<file path="src/rtl/imem_loader.sv">
// Boot-time instruction-memory writer: assembles big-endian 16-bit words from a
// byte stream, writes them sequentially and releases the CPU after checksum verification.
module imem_loader #(
    parameter int ADDR_W = 10,
    parameter int WORD_W = 16
) (
    input  logic              clock,
    input  logic              reset,
    input  logic              start,
    input  logic              byte_valid,
    input  logic [7:0]        byte_data,
    output logic              byte_ready,
    output logic              mem_we,
    output logic [ADDR_W-1:0] mem_addr,
    output logic [WORD_W-1:0] mem_wdata,
    output logic              busy,
    output logic              done,
    output logic              error,
    output logic              cpu_run,
    output logic [ADDR_W:0]   word_count
);

    localparam int CW = ADDR_W + 1;
    localparam logic [16:0] MAX_N = 17'(1) << ADDR_W;

    typedef enum logic [3:0] {
        IDLE, LEN_HI, LEN_LO, DATA_HI, DATA_LO, WRITE, CSUM, DONE, ERR
    } state_t;

    state_t        state, state_nxt;
    logic [7:0]    xor_acc;
    logic [7:0]    len_hi_q;
    logic [CW-1:0] len_q;
    logic [15:0]   len_in;
    logic [CW-1:0] wc_inc;
    logic          accept;

    assign accept = byte_valid & byte_ready;
    assign len_in = {len_hi_q, byte_data};
    assign wc_inc = word_count + CW'(1);

    always_comb begin
        state_nxt = state;
        unique case (state)
            IDLE, DONE, ERR: if (start) state_nxt = LEN_HI;
            LEN_HI:  if (accept) state_nxt = LEN_LO;
            LEN_LO: begin
                if (accept) begin
                    if ({1'b0, len_in} > MAX_N) state_nxt = ERR;
                    else if (len_in == 16'd0)   state_nxt = CSUM;
                    else                        state_nxt = DATA_HI;
                end
            end
            DATA_HI: if (accept) state_nxt = DATA_LO;
            DATA_LO: if (accept) state_nxt = WRITE;
            WRITE:   state_nxt = (wc_inc == len_q) ? CSUM : DATA_HI;
            CSUM:    if (accept) state_nxt = (byte_data == xor_acc) ? DONE : ERR;
            default: state_nxt = IDLE;
        endcase
    end

    // Status outputs are registered decodes of the next state, so they line up
    // with the state register and never depend combinationally on byte_valid.
    always_ff @(posedge clock or posedge reset) begin
        if (reset) begin
            state      <= IDLE;
            xor_acc    <= '0;
            len_hi_q   <= '0;
            len_q      <= '0;
            mem_addr   <= '0;
            mem_wdata  <= '0;
            word_count <= '0;
            byte_ready <= 1'b0;
            mem_we     <= 1'b0;
            busy       <= 1'b0;
            done       <= 1'b0;
            error      <= 1'b0;
            cpu_run    <= 1'b0;
        end else begin
            state      <= state_nxt;
            byte_ready <= state_nxt inside {LEN_HI, LEN_LO, DATA_HI, DATA_LO, CSUM};
            mem_we     <= (state_nxt == WRITE);
            busy       <= !(state_nxt inside {IDLE, DONE, ERR});
            done       <= (state_nxt == DONE);
            error      <= (state_nxt == ERR);
            cpu_run    <= (state_nxt == DONE);

            unique case (state)
                IDLE, DONE, ERR: begin
                    if (start) begin
                        xor_acc    <= '0;
                        word_count <= '0;
                        mem_addr   <= '0;
                    end
                end
                LEN_HI: begin
                    if (accept) begin
                        len_hi_q <= byte_data;
                        xor_acc  <= xor_acc ^ byte_data;
                    end
                end
                LEN_LO: begin
                    if (accept) begin
                        len_q   <= CW'(len_in);
                        xor_acc <= xor_acc ^ byte_data;
                    end
                end
                DATA_HI: begin
                    if (accept) begin
                        mem_wdata[15:8] <= byte_data;
                        xor_acc         <= xor_acc ^ byte_data;
                    end
                end
                DATA_LO: begin
                    if (accept) begin
                        mem_wdata[7:0] <= byte_data;
                        xor_acc        <= xor_acc ^ byte_data;
                    end
                end
                WRITE: begin
                    mem_addr   <= mem_addr + ADDR_W'(1);
                    word_count <= wc_inc;
                end
                default: ;
            endcase
        end
    end

endmodule
</file>
<file path="config.mk">
export PLATFORM = sky130hd
export DESIGN_NAME = imem_loader
export DESIGN_NICKNAME = d
export VERILOG_FILES = /design/src/rtl/imem_loader.sv
export SDC_FILE = /design/constraint.sdc
export NUM_CORES = 1
export LEC_CHECK = 0
export ABC_CLOCK_PERIOD_IN_PS = 4500
export BUFFER_PORTS_ARGS = -buffer_cell sky130_fd_sc_hd__buf_2
export CAP_MARGIN = 20
export CORE_UTILIZATION = 55
export DETAILED_ROUTE_END_ITERATION = 7
export PLACE_DENSITY_LB_ADDON = 0.05
export SYNTH_ARGS = -nofsm -noshare
export SYNTH_HDL_FRONTEND = slang
export SYNTH_SLANG_ARGS = --single-unit
</file>
<file path="constraint.sdc">
create_clock -name clock -period 4.5 [get_ports clock]
set_input_delay 0.225 -clock clock [delete_from_list [all_inputs] [get_ports clock]]
set_output_delay 0.225 -clock clock [all_outputs]
set_load 0.005 [all_outputs]
</file>
---- Yosys cells after proc, flatten, opt, wreduce, memory -nomap -nowiden ----
Cells that the tools add are included.
word-level totals
  register bits after elaboration ......... 73
  input bits .............................. 12
  output and inout bits ................... 43
  logic and storage cells ................. 72
cells by class
  add/sub/neg operators ................... 2
  $lt $le $gt $ge ......................... 1
  equality and inequality tests ........... 20
  muxes and demuxes ....................... 18
  bitwise operators ....................... 2
  reduce and logical (&&, ||, !) cells .... 16
operators with widths
  cell                   number
  $eq 4x3->1 const B     8
  $mux 4                 8
  $pmux 4 s7             1
  $pmux 11 s2            1
  $pmux 10 s2            1
  $eq 4x2->1 const B     4
  $gt 16x11->1 const B   1
  $logic_not 16->1       1
  $mux 8                 2
  $pmux 8 s2             1
  $add 11x1->11 const B  1
  $eq 11x11->1           1
  $mux 11                1
  $add 10x1->10 const B  1
  $mux 10                1
  $reduce_and 2->1       5
  $eq 4x1->1 const B     2
  $eq 4x4->1 const B     2
  $eq 8x8->1             1
  $logic_not 4->1        2
  $xor 8x8->8            1
  $mux 3                 2
  $reduce_bool 5->1      1
  $reduce_bool 2->1      2
  other kinds (8)        8

---- Longest topological paths before layout ----
  depth after elaboration ................. 8
  mapped depth ............................ 8
  depth with buffers taken out ............ 7

---- Least setup slack after synthesis ----
No wires, ideal clock.
  kind .................................... flip-flop to flip-flop
  start ................................... register word_count[0]
  end ..................................... register state[2]
  library setup time ...................... 0.063 ns
  arrival ................................. 1.827 ns
  data required time ...................... 4.437 ns
  slack ................................... 2.610 ns
  stages on the path, launching flop included .. 8
  path buffers ............................ 1
  clock period less this slack ............ 1.890 ns
  cells stage by stage .................... dfrtp_1 -> ha_1 -> clkbuf_1 -> nand3_1 -> nor3_1 -> o211ai_1 -> nor4_2 -> a21bo_2
between the ends
  longest elaborated chain between the ends .. 4
RTL lines
  element                 RTL line  RTL
  from (decl)             20        output logic [ADDR_W:0] word_count
  from (signal assigned)  122       word_count <= wc_inc;
  $add 11x1->11           40        assign wc_inc = word_count + CW'(1);
  $eq 11x11->1            56        WRITE: state_nxt = (wc_inc == len_q) ? CSUM : DATA_HI;
  $mux 3                  56
  $pmux 4 s7              44        unique case (state)
  named net state_nxt[2]  30        state_t state, state_nxt;
  to (signal assigned)    80        state <= state_nxt;
  to (decl)               30
The timed path passes the listed nets, and every way through them passes these cells.
A chain may end at the register's enable or synchronous reset.

---- Worst setup path after layout ----
  start ................................... register byte_ready
  end ..................................... register cpu_run
between the ends
  longest elaborated chain between the ends .. 4
  elaborated cells between the ends (all ways) .. 8
  those cells by class .................... 1 x eq/ne; 6 x mux; 1 x bitwise
RTL lines
  element                           RTL line  RTL
  from (decl)                       12        output logic byte_ready,
  from (signal assigned)            81        byte_ready <= state_nxt inside {LEN_HI, LEN_LO, DATA_HI, DATA_LO, CSUM};
  $and 1x1->1 (*)                   38        assign accept = byte_valid & byte_ready;
  $mux 4, on equally long branches  n/a
  $pmux 4 s7 (*)                    44
  $eq 4x3->1 (*)                    86        cpu_run <= (state_nxt == DONE);
  to (signal assigned)              86
  to (decl)                         19        output logic cpu_run,
Every way passes the cells marked *; elsewhere a longest branch is shown, timed or not.

==> impl_results.md <==
- Outcome: finished clean
- CTS H-tree depth: 3
- Adder-Cell Fraction of Synth Area: 0.00651
- Total congestion overflow: 0
- WS Path Type: reg -> reg
- Largest area contributor in the netlist: dfrtp_1
- Fmax: 433 MHz
- #FFs+latches synth: 73
- FFs w/ async S/R, synth: 1.00
- Dominant cell by count in the synthesized netlist: dfrtp_1
- Max Cap Violations: 0
- Avg Cell Area, Syn: 10.5 sq um
- Final core utilization: 0.631
- Gate Count Post-Synth: 366
- Power per cell area: 576 mW/mm^2
- Leakage: 1.97 nW
- Leading post-synthesis cells by cell area: dfrtp_1 (48%), mux2_2 (10%), o21ai_0 (5.0%)
- Chip width: 85.6 um
- Post-synthesis compound-gate area fraction: 0.128
- Ant. Diodes: 0
- Total Routing Usage GR: 0.230
- Chip height: 85.6 um
- Xor and xnor area share after synthesis: 0.0629
- Vias in the first global route: 2629
- Full die area: 0.00732 sq mm
- Cell variety after synth: 57
- # IOs: 55
- Post-Syn Nets: 380
- Pre-antenna DRT Iters: 4
- CTS tree: built
- Starting Density: 0.569
- Commonest cells in the netlist: dfrtp_1 (73), o21ai_0 (38), nand2_1 (36)
- Final Instance Count excl. Fillers: 493
- Tmin final: 2.31 ns
- Clk root buf: clkbuf_8
- DP Worst Slack: 2.22 ns
- Clock Latency Late Sink: 0.35 ns
- Final nets: 423
- First-pass GRT wire length: 13000 um
- Clock buffer depth: 2
- Largest net degree at the start of global routing: 60
- Crit path required time: 4.77 ns
- EDFF count, synth: 0
- Hold WC Path Type: in -> reg
- Final wirelength: 7890 um
- Initial DRC Count: 158
- Largest family of logic cells by synthesized area: simple AND/OR/NAND/NOR gates
- CTS Buf Count: 9
- Post-route ant nets: 0
- Worst Skew: 0.00805 ns
- Post-CTS sizing: 0
- Crit start category: flip-flop
- Worst slew pin tran: 0.742 ns
- Crit-path max cell delay: 0.47 ns
- Vias/cell: 5.88
- Fin crit share: 0.513
- Crit path cell chain: nand2_1 > nor3_1 > nand2_1 > nor4_1 > nor3_2 > nor3_1
- CP Max Fanout: 14
- DP HPWL: 5410 um
- Share of cells above drive strength 1: 0.303
- Placed Cells: 477
- # rows: 30
- Gpl congestion: 0.849
- Setup WS post-layout: 2.19 ns
- Hold Vio Cnt, Final: 0
- Initial antenna violation count: 0
- Reg clk slew, reported paths: 0.08 ns
- DP Area: 0.00407 sq mm
- Max Slew Vio Count: 0
- Crit path buffers/inverters: 0
- Max transition margin: 0.505
- Worst vdd ir: 0.373 mV
- Mux contribution to synthesized area: 0.113
- Postcts setup bufs: 0
- RSZ-0062 raised after global routing: no
- Crit end category: flip-flop
- Area Growth Syn to Fin: 10.9%
- Cts hold-fix bufs: 1
- DR vias: 2899
- Core area: 0.00676 sq mm
- I/O Buffers: 54
- DRC violations left: 0
- Hold slack: 0.215 ns
- Tot Pwr: 2.46 mW
- Crit-path slowest cell: nor4_1
- Top-area cell type share of the netlist area: 0.476
- Sequential-to-total area share from yosys stat: 0.476
- Simple-Gate Fraction of Synth Area: 0.172
- Final Setup Violations: 0
- Synth warn: 0
- Fin area: 0.00426 sq mm
- Cell Area, Synth: 0.00384 sq mm
- Routed length per instance: 16.0 um
- Worst Path Arrival: 2.58 ns
- Ys flop type: dfrtp_1
- Clk sinks: 73
- Fin Setup TNS: 0 ns
- CP delay by family, top: simple AND/OR/NAND/NOR gates
-- worst min-delay path, stage by stage --
cell and delay, ns:
buf_2 0.17, nand2_1 0.07, o21ai_0 0.06
-- kinds of logic after synthesis --
| family | count (synthesis) |
|---|---|
| simple gates | 119 |
| xor+xnor | 26 |
| mux | 39 |
| flops | 73 |
| compound gates | 80 |
| buf+inv | 27 |
| fa+ha+maj | 2 |
-- registers in the layout, indices dropped and copies added (netlist names) --
signal      flops
mem_wdata      16
len_q          11
mem_we          1
mem_addr       10
busy            1
xor_acc         8
state           4
byte_ready      1
cpu_run         1
word_count     11
len_hi_q        8
error           1
-- layout make-up --
class	instances	area [sq um]
multi-input combinational	266	1850
clock buffer	11	151
timing repair buffer	56	288
tap	80	100
clock inverter	4	28.8
sequential	73	1830
inverter	3	11.3
fill	589	2500
-- where the power goes --
group,internal (mW),switching (mW)
logic,0.452,0.475
clock network,0.227,0.243
registers,0.873,0.185
-- worst paths after layout --
path,startpoint,to,slack (ns),cells after the start
setup / recovery,byte_ready,cpu_run,2.19,6
min in group asynchronous,reset,mem_wdata[7],0.37,3
hold / removal,byte_data[4],xor_acc[4],0.22,3
max in group asynchronous,reset,word_count[10],3.08,4
setup reg to reg,byte_ready,cpu_run,2.19,6
hold reg to reg,mem_addr[9],mem_addr[9],0.47,1
-- layer usage --
metal,up-vias,GRT usage,wire length [um]
met2,83,0.357,3650
met1,1401,0.327,3750
met5,-,0,0
met4,0,0.0939,169
met3,15,0.0337,313
li1,1400,-,-
-- layout by cell type (no fill, tap or decap), drive strengths merged, types with 6 or more instances in the layout --
cell    count
clkbuf     11
nor4        6
nand3      17
and2        8
a21oi      14
nand4       7
and3        6
nand2      36
mux2       35
nor3        8
a31oi       7
xor2       15
nor2       17
dfrtp      73
o21ai      41
buf        55
xnor2      10
Power figures use the tool's default switching activity.
